==> src/rtl/hazard_scoreboard_pkg.sv <==
// Shared constants and helpers for the D-stage hazard scoreboard.
// Optional performance counters are enabled by defining HAZARD_PERF_CNT_EN.
package hazard_scoreboard_pkg;

  localparam int DEF_STAGES = 3;
  localparam int DEF_REG_AW = 5;
  localparam int DEF_TNEW_W = 2;
  localparam int DEF_DATA_W = 32;
  localparam int FWD_GRF    = 0;
  localparam int CNT_W      = 32;

  // All-ones Tuse/Tnew code: the operand is never read.
  function automatic int tuse_never(input int w);
    return (1 << w) - 1;
  endfunction

  function automatic logic [CNT_W-1:0] sat_inc(input logic [CNT_W-1:0] v, input logic en);
    return (en && (v != '1)) ? v + 1'b1 : v;
  endfunction

endpackage

==> src/rtl/hazard_scoreboard_fwd_pick.sv <==
// Youngest-match search over the in-flight writer entries for one source operand.
// Purely combinational; instantiated once per operand (rs, rt).
module hazard_fwd_pick
  import hazard_scoreboard_pkg::*;
#(
  parameter int STAGES = DEF_STAGES,
  parameter int REG_AW = DEF_REG_AW,
  parameter int TNEW_W = DEF_TNEW_W,
  parameter int SEL_W  = $clog2(DEF_STAGES + 1)
) (
  input  logic [STAGES-1:0]        ent_v,
  input  logic [STAGES*REG_AW-1:0] ent_a3,
  input  logic [STAGES*TNEW_W-1:0] ent_tnew,
  input  logic [REG_AW-1:0]        op,
  input  logic [TNEW_W-1:0]        tuse,
  output logic                     hit,
  output logic [SEL_W-1:0]         idx,
  output logic [TNEW_W-1:0]        tnew
);

  localparam logic [TNEW_W-1:0] TUSE_NEVER = TNEW_W'(tuse_never(TNEW_W));

  logic [STAGES-1:0] match;

  generate
    for (genvar gi = 0; gi < STAGES; gi++) begin : g_match
      assign match[gi] = ent_v[gi] && (ent_a3[gi*REG_AW +: REG_AW] == op);
    end
  endgenerate

  // Scan oldest to youngest so the youngest match is the last one written.
  always_comb begin
    hit  = 1'b0;
    idx  = '0;
    tnew = '0;
    if ((op != '0) && (tuse != TUSE_NEVER)) begin
      for (int k = STAGES - 1; k >= 0; k--) begin
        if (match[k]) begin
          hit  = 1'b1;
          idx  = SEL_W'(k);
          tnew = ent_tnew[k*TNEW_W +: TNEW_W];
        end
      end
    end
  end

endmodule

==> src/rtl/hazard_scoreboard.sv <==
// D-stage hazard unit: tracks in-flight GRF writers, raises stall, picks D-stage forwards.
// Define HAZARD_PERF_CNT_EN to add the saturating stall_cnt/fwd_cnt outputs.
module hazard_scoreboard
  import hazard_scoreboard_pkg::*;
#(
  parameter int STAGES = DEF_STAGES,
  parameter int REG_AW = DEF_REG_AW,
  parameter int TNEW_W = DEF_TNEW_W,
  parameter int DATA_W = DEF_DATA_W
) (
  input  logic                          clk,
  input  logic                          reset,
  input  logic                          d_valid,
  input  logic [REG_AW-1:0]             d_rs,
  input  logic [REG_AW-1:0]             d_rt,
  input  logic [TNEW_W-1:0]             d_tuse_rs,
  input  logic [TNEW_W-1:0]             d_tuse_rt,
  input  logic                          d_we,
  input  logic [REG_AW-1:0]             d_a3,
  input  logic [TNEW_W-1:0]             d_tnew,
  input  logic                          d_md_flag,
  input  logic                          md_busy,
  input  logic                          flush,
  input  logic [STAGES*DATA_W-1:0]      stage_data,
  input  logic [DATA_W-1:0]             rf_rs_data,
  input  logic [DATA_W-1:0]             rf_rt_data,
  output logic                          stall,
  output logic [$clog2(STAGES+1)-1:0]   fwd_rs_sel,
  output logic [$clog2(STAGES+1)-1:0]   fwd_rt_sel,
  output logic [DATA_W-1:0]             fwd_rs_data,
  output logic [DATA_W-1:0]             fwd_rt_data
`ifdef HAZARD_PERF_CNT_EN
  ,
  output logic [CNT_W-1:0]              stall_cnt,
  output logic [CNT_W-1:0]              fwd_cnt
`endif
);

  localparam int SEL_W = $clog2(STAGES + 1);

  logic [STAGES-1:0]        v_q, v_d;
  logic [STAGES*REG_AW-1:0] a3_q, a3_d;
  logic [STAGES*TNEW_W-1:0] tnew_q, tnew_d;

  logic              rs_hit, rt_hit;
  logic [SEL_W-1:0]  rs_idx, rt_idx;
  logic [TNEW_W-1:0] rs_tnew, rt_tnew;
  logic              rs_stall, rt_stall, md_stall;

  hazard_fwd_pick #(.STAGES(STAGES), .REG_AW(REG_AW), .TNEW_W(TNEW_W), .SEL_W(SEL_W)) u_pick_rs (
    .ent_v(v_q), .ent_a3(a3_q), .ent_tnew(tnew_q),
    .op(d_rs), .tuse(d_tuse_rs),
    .hit(rs_hit), .idx(rs_idx), .tnew(rs_tnew)
  );

  hazard_fwd_pick #(.STAGES(STAGES), .REG_AW(REG_AW), .TNEW_W(TNEW_W), .SEL_W(SEL_W)) u_pick_rt (
    .ent_v(v_q), .ent_a3(a3_q), .ent_tnew(tnew_q),
    .op(d_rt), .tuse(d_tuse_rt),
    .hit(rt_hit), .idx(rt_idx), .tnew(rt_tnew)
  );

  // Gating with reset makes stall drop the instant reset is asserted.
  always_comb begin
    rs_stall    = rs_hit && (rs_tnew > d_tuse_rs);
    rt_stall    = rt_hit && (rt_tnew > d_tuse_rt);
    md_stall    = d_md_flag && md_busy;
    stall       = reset && d_valid && (rs_stall || rt_stall || md_stall);
    fwd_rs_sel  = SEL_W'(FWD_GRF);
    fwd_rt_sel  = SEL_W'(FWD_GRF);
    fwd_rs_data = rf_rs_data;
    fwd_rt_data = rf_rt_data;
    if (rs_hit && (rs_tnew == '0)) begin
      fwd_rs_sel  = rs_idx + 1'b1;
      fwd_rs_data = stage_data[rs_idx*DATA_W +: DATA_W];
    end
    if (rt_hit && (rt_tnew == '0)) begin
      fwd_rt_sel  = rt_idx + 1'b1;
      fwd_rt_data = stage_data[rt_idx*DATA_W +: DATA_W];
    end
  end

  always_comb begin
    v_d    = v_q;
    a3_d   = a3_q;
    tnew_d = tnew_q;
    for (int k = STAGES - 1; k >= 1; k--) begin
      v_d[k]                        = v_q[k-1];
      a3_d[k*REG_AW +: REG_AW]      = a3_q[(k-1)*REG_AW +: REG_AW];
      tnew_d[k*TNEW_W +: TNEW_W]    = (tnew_q[(k-1)*TNEW_W +: TNEW_W] == '0) ? '0 :
                                      tnew_q[(k-1)*TNEW_W +: TNEW_W] - 1'b1;
    end
    v_d[0]            = !stall && d_valid && d_we && (d_a3 != '0);
    a3_d[REG_AW-1:0]  = d_a3;
    tnew_d[TNEW_W-1:0] = d_tnew;
    if (flush) begin
      v_d = '0;
    end
  end

  always_ff @(posedge clk or negedge reset) begin
    if (!reset) begin
      v_q    <= '0;
      a3_q   <= '0;
      tnew_q <= '0;
    end else begin
      v_q    <= v_d;
      a3_q   <= a3_d;
      tnew_q <= tnew_d;
    end
  end

`ifdef HAZARD_PERF_CNT_EN
  logic [CNT_W-1:0] stall_cnt_q, stall_cnt_d;
  logic [CNT_W-1:0] fwd_cnt_q, fwd_cnt_d;

  always_comb begin
    stall_cnt_d = sat_inc(stall_cnt_q, stall);
    fwd_cnt_d   = sat_inc(fwd_cnt_q, !stall && ((fwd_rs_sel != '0) || (fwd_rt_sel != '0)));
  end

  always_ff @(posedge clk or negedge reset) begin
    if (!reset) begin
      stall_cnt_q <= '0;
      fwd_cnt_q   <= '0;
    end else begin
      stall_cnt_q <= stall_cnt_d;
      fwd_cnt_q   <= fwd_cnt_d;
    end
  end

  assign stall_cnt = stall_cnt_q;
  assign fwd_cnt   = fwd_cnt_q;
`endif

endmodule
==> config.mk <==
export PLATFORM = sky130hd
export DESIGN_NAME = hazard_scoreboard
export DESIGN_NICKNAME = d
export VERILOG_FILES = /design/src/rtl/hazard_scoreboard_pkg.sv /design/src/rtl/hazard_scoreboard_fwd_pick.sv /design/src/rtl/hazard_scoreboard.sv
export SDC_FILE = /design/constraint.sdc
export NUM_CORES = 1
export LEC_CHECK = 0
export ABC_AREA = 0
export CORE_UTILIZATION = 36
export CTS_CLUSTER_DIAMETER = 120
export DETAILED_ROUTE_END_ITERATION = 12
export MAX_ROUTING_LAYER = met4
export PLACE_DENSITY = 0.84
export SYNTH_ARGS = -nofsm -noshare
export SYNTH_HDL_FRONTEND = slang
export SYNTH_SLANG_ARGS = --single-unit
export TNS_END_PERCENT = 30
==> constraint.sdc <==
create_clock -name clk -period 3.65 [get_ports clk]
set_clock_uncertainty 0.15 [all_clocks]
set_input_delay 0.365 -clock clk [delete_from_list [all_inputs] [get_ports clk]]
set_output_delay 0.365 -clock clk [all_outputs]
set_load 0.05 [all_outputs]
==> After elaboration in Yosys (flattened, before gate mapping) <==
Index checks and enable logic that the tools add are counted.
{ "op_classes": {"n_shift": 2, "n_mux": 31, "eq_ne": 8, "addsub": 4, "magnitude_cmp": 2, "reduce_logical": 28} }
{ "op_table": {"columns": ["op", "n"], "rows": [
  ["$shiftx 96x8->32", 2],
  ["$mux 32", 2],
  ["$mux 2", 20],
  ["$eq 5x5->1", 6],
  ["$logic_and 1x1->1", 18],
  ["$reduce_bool 5->1", 3],
  ["$logic_not 2->1", 4],
  ["$mux 1", 8],
  ["$add 2x1->2 const B", 2],
  ["$gt 2x2->1", 2],
  ["$ne 2x2->1 const B", 2],
  ["$sub 2x1->2 const B", 2],
  ["$mux 3", 1],
  ["$logic_or 1x1->1", 2],
  ["$logic_not 1->1", 1]
]} }
{ "word_totals": {"output_inout_bits": 69, "input_bits": 188, "reg_bits": 24} }

==> Longest topological paths before layout <==
Gate-level depths: netlist (run 1).
{ "depth": {"depth_word": 16, "mapped_depth": 13, "ltp_nobuf": 12} }

==> Hierarchy <==
Synthesis (run 1) repeated with hierarchy kept, for this count alone.
{ "hier_totals": {"hier_cells": 500, "area_unflattened_um2": 3619.7} }
{ "by_module_without_submodules": {"columns": ["mod", "cells_each", "area_each_um2", "n_inst", "seq_area_each_um2"], "rows": [
  ["hazard_scoreboard", 418, 2989.1, 1, 600.6],
  ["hazard_fwd_pick", 41, 315.3, 2, 0.0]
]} }

==> Worst setup path before layout (run 1) <==
Ideal clock, no wire load.
{ "synth_timing": {"kind": "reg-to-output", "startpoint": "reg a3_q[8]", "endpoint": "out fwd_rt_sel[0]", "t_arrival_ns": 2.656, "path_stages_with_launch": 10, "slack_ns": 0.479, "cell_sequence": "dfrtp_1 > xnor2_1 > and4_4 > and2_1 > buf_2 > a221o_1 > o211ai_2 > o2111ai_4 > buf_6 > a21oi_1"} }
{ "synth_between": {"elab_chain_cells": 8} }
{ "synth_rtl": {"columns": ["item", "line_no", "source"], "rows": [
  ["from (decl)", "hazard_scoreboard.sv:42", "logic [STAGES*REG_AW-1:0] a3_q, a3_d;"],
  ["from (signal assigned)", "hazard_scoreboard.sv:103", "a3_q <= '0;"],
  ["from (signal assigned)", "hazard_scoreboard.sv:107", "a3_q <= a3_d;"],
  ["$eq 5x5->1 *", "hazard_scoreboard_fwd_pick.sv:27", "assign match[gi] = ent_v[gi] && (ent_a3[gi*REG_AW +: REG_AW] == op);"],
  ["$logic_and 1x1->1 *", "hazard_scoreboard_fwd_pick.sv:27", null],
  ["branches (longest 5 deep; another with $add 2x1->2)", null, null],
  ["$mux 2 *", "hazard_scoreboard.sv:76", "if (rt_hit && (rt_tnew == '0)) begin"],
  ["to (decl)", "hazard_scoreboard.sv:29", "output logic [$clog2(STAGES+1)-1:0] fwd_rt_sel,"]
]} }
Every way passes the cells marked *.

==> Final worst setup path (run 1) <==
{ "layout_timing": {"startpoint": "in d_rt[1]", "endpoint": "out stall"} }
{ "layout_between": {"elab_chain_cells": 11} }
{ "layout_rtl": {"columns": ["item", "line_no", "source"], "rows": [
  ["from (decl)", "hazard_scoreboard.sv:15", "input logic [REG_AW-1:0] d_rt,"],
  ["$eq 5x5->1", "hazard_scoreboard_fwd_pick.sv:27", null],
  ["$logic_and 1x1->1", "hazard_scoreboard_fwd_pick.sv:27", null],
  ["$mux 2 (3 in series)", "hazard_scoreboard_fwd_pick.sv:38", "if (match[k]) begin"],
  ["$mux 2", "hazard_scoreboard_fwd_pick.sv:36", "if ((op != '0) && (tuse != TUSE_NEVER)) begin"],
  ["$gt 2x2->1", "hazard_scoreboard.sv:65", "rt_stall = rt_hit && (rt_tnew > d_tuse_rt);"],
  ["$logic_and 1x1->1 *", "hazard_scoreboard.sv:65", null],
  ["$logic_or 1x1->1 * (2 in series)", "hazard_scoreboard.sv:67", "stall = reset && d_valid && (rs_stall || rt_stall || md_stall);"],
  ["$logic_and 1x1->1 *", "hazard_scoreboard.sv:67", null],
  ["to (decl)", "hazard_scoreboard.sv:27", "output logic stall,"]
]} }
Mark *: on every way between the ends. The rest lies on a longest branch, timed or not.

==> results of run 1 <==
per-layer routing:
layer	share of wire (%)	track usage, %	vias up
met5	0	-	-
met4	2.6	8.81	0
met3	8.4	5.24	38
met2	51	52.8	237
met1	38	32.7	2156
li1	-	-	2049
synth_stat cells (3+ instances only):
master      n
nand2_1     9
clkbuf_1   31
inv_1       6
a221o_1     4
nor3_1      3
dfrtp_1    24
nor2b_1     5
ha_1        4
nor2_1      9
a32oi_1    65
mux2_1      9
buf_6       3
xnor2_1    20
and2_1      7
nand3_1     4
mux2_2     26
mux2_4     29
o2bb2ai_1  64
buf_2       5
a21oi_1     7
xor2_1     10
nand2b_1    3
sequential cells by signal, indices dropped and copies added (netlist names):
| register | cells |
|---|---|
| a3_q | 15 |
| tnew_q | 6 |
| v_q | 3 |
through the flow:
stage | worst slack (ps) | total power (W) | hold WS [ps] | util [%] | std cells
finish | 121 | 0.00117 | 311 | 68.6 | 750
global route | 19.7 | 0.00122 | 326 | 68.6 | 750
CTS | 2.09 | 0.00117 | 313 | 67.9 | 747
detailed placement | 0.888 | 0.000934 | 293 | 67.0 | 743
global placement | 68.9 | 0.000925 | 295 | 67.0 | 743
floorplan | 479 | 0.000594 | -80.6 | - | 368
repair_timing:
action,in CTS,in global routing
pin swaps,0,7
setup buffers,0,3
resized for setup,3,12
setup endpoints to repair,1,16
logic make-up (layout without fill, tap and decap cells):
kind of cell	count (synthesis)	count (layout)	share of synthesized area (%)
flops	24	24	16.9
xor+xnor	30	30	7.41
compound gates	152	152	37.6
simple gates	49	49	7.72
fa+ha+maj	4	4	1.41
buf+inv	45	298	5.57
mux	64	64	23.4
power by group through the flow:
stage                     Sequential [W]  Clock (W)  Combinational (W)
after global placement          0.000299          0           0.000626
after CTS                       0.000294   0.000238           0.000638
after detailed placement        0.000299          0           0.000635
after floorplan                 0.000293          0           0.000301
final                           0.000294   0.000236           0.000640
after global routing            0.000296   0.000249           0.000672
final timing paths:
| path | endpoint | slack [ps] |
|---|---|---|
| min reg2reg | a3_q[12] | 310 |
| min in group asynchronous | a3_q[1] | 340 |
| max in group asynchronous | v_q[2] | 2760 |
| max reg2reg | v_q[0] | 970 |
| min | a3_q[12] | 310 |
| max | stall | 120 |
cell type report:
| class | instances | area share, % |
|---|---|---|
| Multi-Input combinational cell | 299 | 43.5 |
| Timing Repair Buffer | 288 | 43.2 |
| Sequential cell | 24 | 9.36 |
| Tap cell | 129 | 2.51 |
| Clock buffer | 3 | 0.642 |
| Clock inverter | 1 | 0.467 |
| Inverter | 6 | 0.350 |
==> implementation parameters, run 1 <==
Parameter                              Value

Power and ir drop
  Combinational fraction of design power    between 50% and 60%
  Cell-internal power    0.000759 W
  Register share of total power    25.1%
  Worst supply voltage drop on vdd    about 0.21 mV
  Switching Fraction    about a third
  Power per unit of standard cell area    around 180 mW/mm^2
  Leakage power total    roughly 2.6 nW
  Clock group share of total power    about a fifth
  Switch Pwr    0.000411 W

Yosys
  Synth Area per Inst    just under 10 sq um
  Synth Register Bits    24
  Library cells used by synthesis    37
  Async SR Flop Fraction    between 90% and 100%
  Share of synthesized area occupied by flip-flops and latches    between 10% and 20%
  Post-Syn Nets    560
  Top cells by area, synth    dfrtp_1 17%, a32oi_1 16%, o2bb2ai_1 16%
  Synthesized area    ~0.0035 sq mm
  Number of warnings issued by yosys    0
  Post-synthesis cell type with the largest combined area    dfrtp_1
  Number of instances in the synthesized netlist    368
  Synth Flop Type    dfrtp_1
  Count of flip-flops with a built-in enable after synthesis    0
  Share of the synthesized area in the top cell type    16.9%

CTS
  Cts-stage hold buffer count    0
  Library cell used as clock root buffer    clkbuf_8
  Clock Sink Count    24
  Clock input transition at the sequential cells of the worst setup and hold paths    about 90 ps
  H-tree levels    1
  Cts bufs inserted    3
  Clock Latency Late Sink    270 ps
  Number of buffers between clock root and the deepest sink    2
  Clock tree from TritonCTS    done

Setup path
  Critical setup path kind    in2out
  Highest net fanout along the worst path    4
  Worst flop-to-flop path startpoint    a3_q[5]
  Required time reported for the critical path endpoint    roughly 3100 ps
  List of cells traversed by the critical path    clkdlybuf4s50_1, xnor2_1, and4_4, and2_1, a221o_1, o211ai_2, inv_1, ha_1, a21oi_1, a21oi_1, o211ai_1, nand2_1, and3_4, buf_12
  Most frequent cell on the critical path    a21oi_1
  Slowest cell on the critical path    clkdlybuf4s50_1
  Arrival time of the worst setup path    between 3000 and 4000 ps
  Logic depth of the worst path, buffers included    14
  Endpoint kind of the worst setup timing path    primary output
  Cell family with most CP delay    compound AO/OA/AOI/OAI gates
  Delay of the slowest cell on the worst path    450 ps
  Total buffers and inverters traversed by the critical path    3
  Worst Reg-to-Reg Cells    12
  Origin of the worst setup path    d_rt[1]
  Sort of element at the start of the critical path    primary input

Run
  Max Cap Viol    0

Die
  Initial standard-cell utilization of the core    between 30% and 40%
  Vertical extent of the die    101 um
  Core Rows    35
  Die area    ~0.010 sq mm
  DIE WIDTH    around 100 um
  Top-Level Pins    257
  Area of the core    0.00937 sq mm

Hold path
  WHS Path Cells    0
  Hold crit path type    reg2reg
  Start point of the worst min-delay path    a3_q[7]

Finish
  Storage cell area    between 600 and 700 sq um
  Number of diodes    0
  Most common cell after layout, fill and taps aside    clkdlybuf4s50_1
  Share of post-route cells with drive strength above 1    28.3%
  Multi-input gate area in the final layout    0.00280 sq mm
  Post-route standard cell area excluding fillers    approximately 0.0064 sq mm
  FILL cells    766
  Area growth from synthesis to final layout    81.2%
  Post-layout nets    ~810
  Commonest non-fill, non-tap cells in the layout    178 x clkdlybuf4s50_1, 91 x buf_4, 65 x a32oi_1

Timing
  Share of the cycle needed by the critical path after routing    96.7%
  Max_slew headroom    between 60 and 70%
  Total setup violations reported at the end of the flow    0
  Worst-Margin Slew    approximately 480 ps
  Maximum operating frequency    ~0.28 GHz
  Setup repair after global routing missed its margin    no
  Post-route minimum period    3530 ps
  Post-Route Setup TNS    0 ps
  Hold violation total from the final report    0
  Pins over their slew limit    0

Routing
  Detailed-router iteration count before antenna repair    5
  Antenna-violating nets left    0
  First DRT Iteration DRCs    between 150 and 200
  Via total after detailed routing    roughly 4,500
  Routed length per placed instance    between 20 and 25 um
  Drt via density    around 6
  DRC viols    0
  Wirelength, routed    15.6 mm

GRT
  Maximum number of pins on one net before global-route repair    48
  Initial antenna violation count    0
  Overall fraction of global-route tracks in use    29.3%
  Wire length of the first global-routing pass    ~23 mm
  Remaining Overflow, GRT    0
  Vias in the first global route    about 4,600

Placed design
  Post-DP HPWL    ~12 mm
  Final estimated routing congestion in global placement    just under 0.9
  Total cell area at the placement stage    about 0.0063 sq mm
  Port Buffer Count    about 260

Status
  Run status    completed
(Power assumes the default switching activity.)
==> run 2, diff against run 1 <==
--- a/config.mk
+++ b/config.mk
@@ -6,11 +6,11 @@
 export NUM_CORES = 1
 export LEC_CHECK = 0
 export ABC_AREA = 0
-export CORE_UTILIZATION = 36
+export CORE_UTILIZATION = 35
 export CTS_CLUSTER_DIAMETER = 120
 export DETAILED_ROUTE_END_ITERATION = 12
 export MAX_ROUTING_LAYER = met4
-export PLACE_DENSITY = 0.84
+export PLACE_DENSITY = 0.82
 export SYNTH_ARGS = -nofsm -noshare
 export SYNTH_HDL_FRONTEND = slang
 export SYNTH_SLANG_ARGS = --single-unit
==> implementation parameters, run 2 (synthesis gave the netlist of run 1 again) <==
Parameter                              Value

Die
  DIE WIDTH    103 um (+1.4%)
  Initial standard-cell utilization of the core    36.1% (-1.7 points)
  Core Rows    36 (+2.9%)
  Top-Level Pins    257 (unchanged)
  Die area    0.0105 sq mm (+2.8%)
  Vertical extent of the die    103 um (+1.4%)
  Area of the core    0.00982 sq mm (+4.8%)

Timing
  Setup repair after global routing missed its margin    no
  Share of the cycle needed by the critical path after routing    94.7% (-2.0 points)
  Maximum operating frequency    0.289 GHz (+2.1%)
  Hold violation total from the final report    0 (unchanged)
  Worst-Margin Slew    609 ps (+126 ps)
  Post-route minimum period    3460 ps (-71.9 ps)
  Max_slew headroom    59.4% (-8.4 points)
  Total setup violations reported at the end of the flow    0 (unchanged)
  Pins over their slew limit    0 (unchanged)

Power and ir drop
  Worst supply voltage drop on vdd    0.263 mV (+27%)
  Total chip power    0.00117 W (-0.34%)
  Leakage power total    2.64 nW (+0.16%)
  Power per unit of standard cell area    181 mW/mm^2 (-0.55%)

Setup path
  Arrival time of the worst setup path    2940 ps (-70 ps)
  Highest net fanout along the worst path    4 (unchanged)
  Worst flop-to-flop path startpoint    a3_q[5]
  Required time reported for the critical path endpoint    3130 ps (about the same)
  R2r setup slk    1000 ps (+30 ps)
  Sort of element at the start of the critical path    primary input
  Endpoint kind of the worst setup timing path    primary output
  Capture point of the worst reg-to-reg path    v_q[0]
  Worst Reg-to-Reg Cells    12 (unchanged)
  Critical setup path kind    in2out
  Origin of the worst setup path    d_rt[1]

CTS
  Clock Latency Late Sink    260 ps (about the same)
  Number of buffers between clock root and the deepest sink    2 (unchanged)
  Library cell used as clock root buffer    clkbuf_8
  Clock input transition at the sequential cells of the worst setup and hold paths    80 ps (about the same)
  Clock Sink Count    24 (unchanged)
  Cts-stage hold buffer count    0 (unchanged)
  Clock tree from TritonCTS    done
  Cts bufs inserted    3 (unchanged)
  H-tree levels    1 (unchanged)

Finish
  Post-route standard cell area excluding fillers    0.00644 sq mm (+0.21%)
  Max FFs per register    15 (unchanged)
  Commonest non-fill, non-tap cells in the layout    178 x clkdlybuf4s50_1, 95 x buf_4, 65 x a32oi_1
  Most common cell after layout, fill and taps aside    clkdlybuf4s50_1
  FILL cells    813 (+6.1%)
  Largest registers    a3_q x15, tnew_q x6, v_q x3
  Number of diodes    0 (unchanged)
  Area growth from synthesis to final layout    81.6%
  Post-layout nets    817 (+0.37%)
  Share of post-route cells with drive strength above 1    28.8% (+0.50 points)
  Largest reg by FF count    a3_q

Placed design
  Total cell area at the placement stage    0.00629 sq mm (+0.12%)
  Final estimated routing congestion in global placement    1.00 (+12%)
  Port Buffer Count    256 (unchanged)
  Post-DP HPWL    12.4 mm (+1.5%)

Routing
  Drt via density    5.88 (-1.6%)
  First DRT Iteration DRCs    136 (-25%)
  Detailed-router iteration count before antenna repair    4 (-1)
  Antenna-violating nets left    0 (unchanged)
  Via total after detailed routing    4,451 (-0.65%)
  Wirelength, routed    15.7 mm (+1.2%)
  DRC viols    0 (unchanged)
  Routed length per placed instance    20.8 um (+0.23%)

Hold path
  Endpoint with the worst hold slack    a3_q[12]
  Hold crit path type    reg2reg
  Start point of the worst min-delay path    a3_q[7]
  WHS Path Cells    0 (unchanged)

Run
  Max Cap Viol    0 (unchanged)

Status
  Run status    completed

GRT
  Maximum number of pins on one net before global-route repair    37 (-23%)
  Remaining Overflow, GRT    0 (unchanged)
  Wire length of the first global-routing pass    22.6 mm (-1.6%)
  Vias in the first global route    4,407 (-3.2%)
  Initial antenna violation count    0 (unchanged)
  Overall fraction of global-route tracks in use    28.6% (-0.71 points)
[run 2: worst max-delay path, stage by stage]
cell and delay (ps):
clkdlybuf4s50_1 440, xnor2_1 150, and4_4 190, and2_1 190
a221o_1 360, o211ai_2 100, inv_1 70, ha_1 300
a21oi_1 60, a21oi_1 120, o211ai_1 110, nand2_1 150
and3_4 210, buf_12 130
[run 2: timing repair]
action / CTS / global route
resized for setup: 3 / 13
pin swaps: 0 / 10
setup buffers: 0 / 4
setup endpoints to repair: 1 / 33
[run 2: metal layers]
| layer | GRT usage [%] | wire, um | share of wire, % |
|---|---|---|---|
| met1 | 33.3 | 6310 | 40 |
| met2 | 48.2 | 7900 | 50 |
| met3 | 4.81 | 1060 | 6.7 |
| met4 | 12.5 | 474 | 3.0 |
| met5 | - | 0 | 0 |
[run 2: stage by stage]
stage / std cells / TNS [ps] / hold slack [ps] / util (%) / setup WS, ps
2_1_floorplan: 368 / 0 / -80.6 / - / 479
3_3_place_gp: 749 / 0 / 264 / 64.1 / 66.9
3_5_place_dp: 749 / -20.2 / 276 / 64.1 / -20.2
4_1_cts: 753 / 0 / 301 / 64.8 / 12.0
5_1_grt: 757 / 0 / 326 / 65.6 / 6.43
6_report: 757 / 0 / 310 / 65.6 / 193
[run 2: power by group]
part	internal (W)	switching [W]
Clock	0.000147	0.0000836
Combinational	0.000334	0.000307
Sequential	0.000278	0.0000163
[run 2: how the worst max path moves through the flow]
stage                          to  slack (ps)
floorplan           fwd_rt_sel[0]         480
global placement            stall          70
detailed placement          stall         -20
CTS                         stall          10
global route                stall           6
finish                      stall         190
[run 2: layout make-up]
type / instances / area [sq um] / area share [%]
Clock buffer: 3 / 41.3 / 0.641
Clock inverter: 1 / 30.0 / 0.466
Inverter: 6 / 22.5 / 0.350
Multi-Input combinational cell: 299 / 2800 / 43.5
Sequential cell: 24 / 602 / 9.34
Tap cell: 133 / 166 / 2.58
Timing Repair Buffer: 291 / 2780 / 43.2
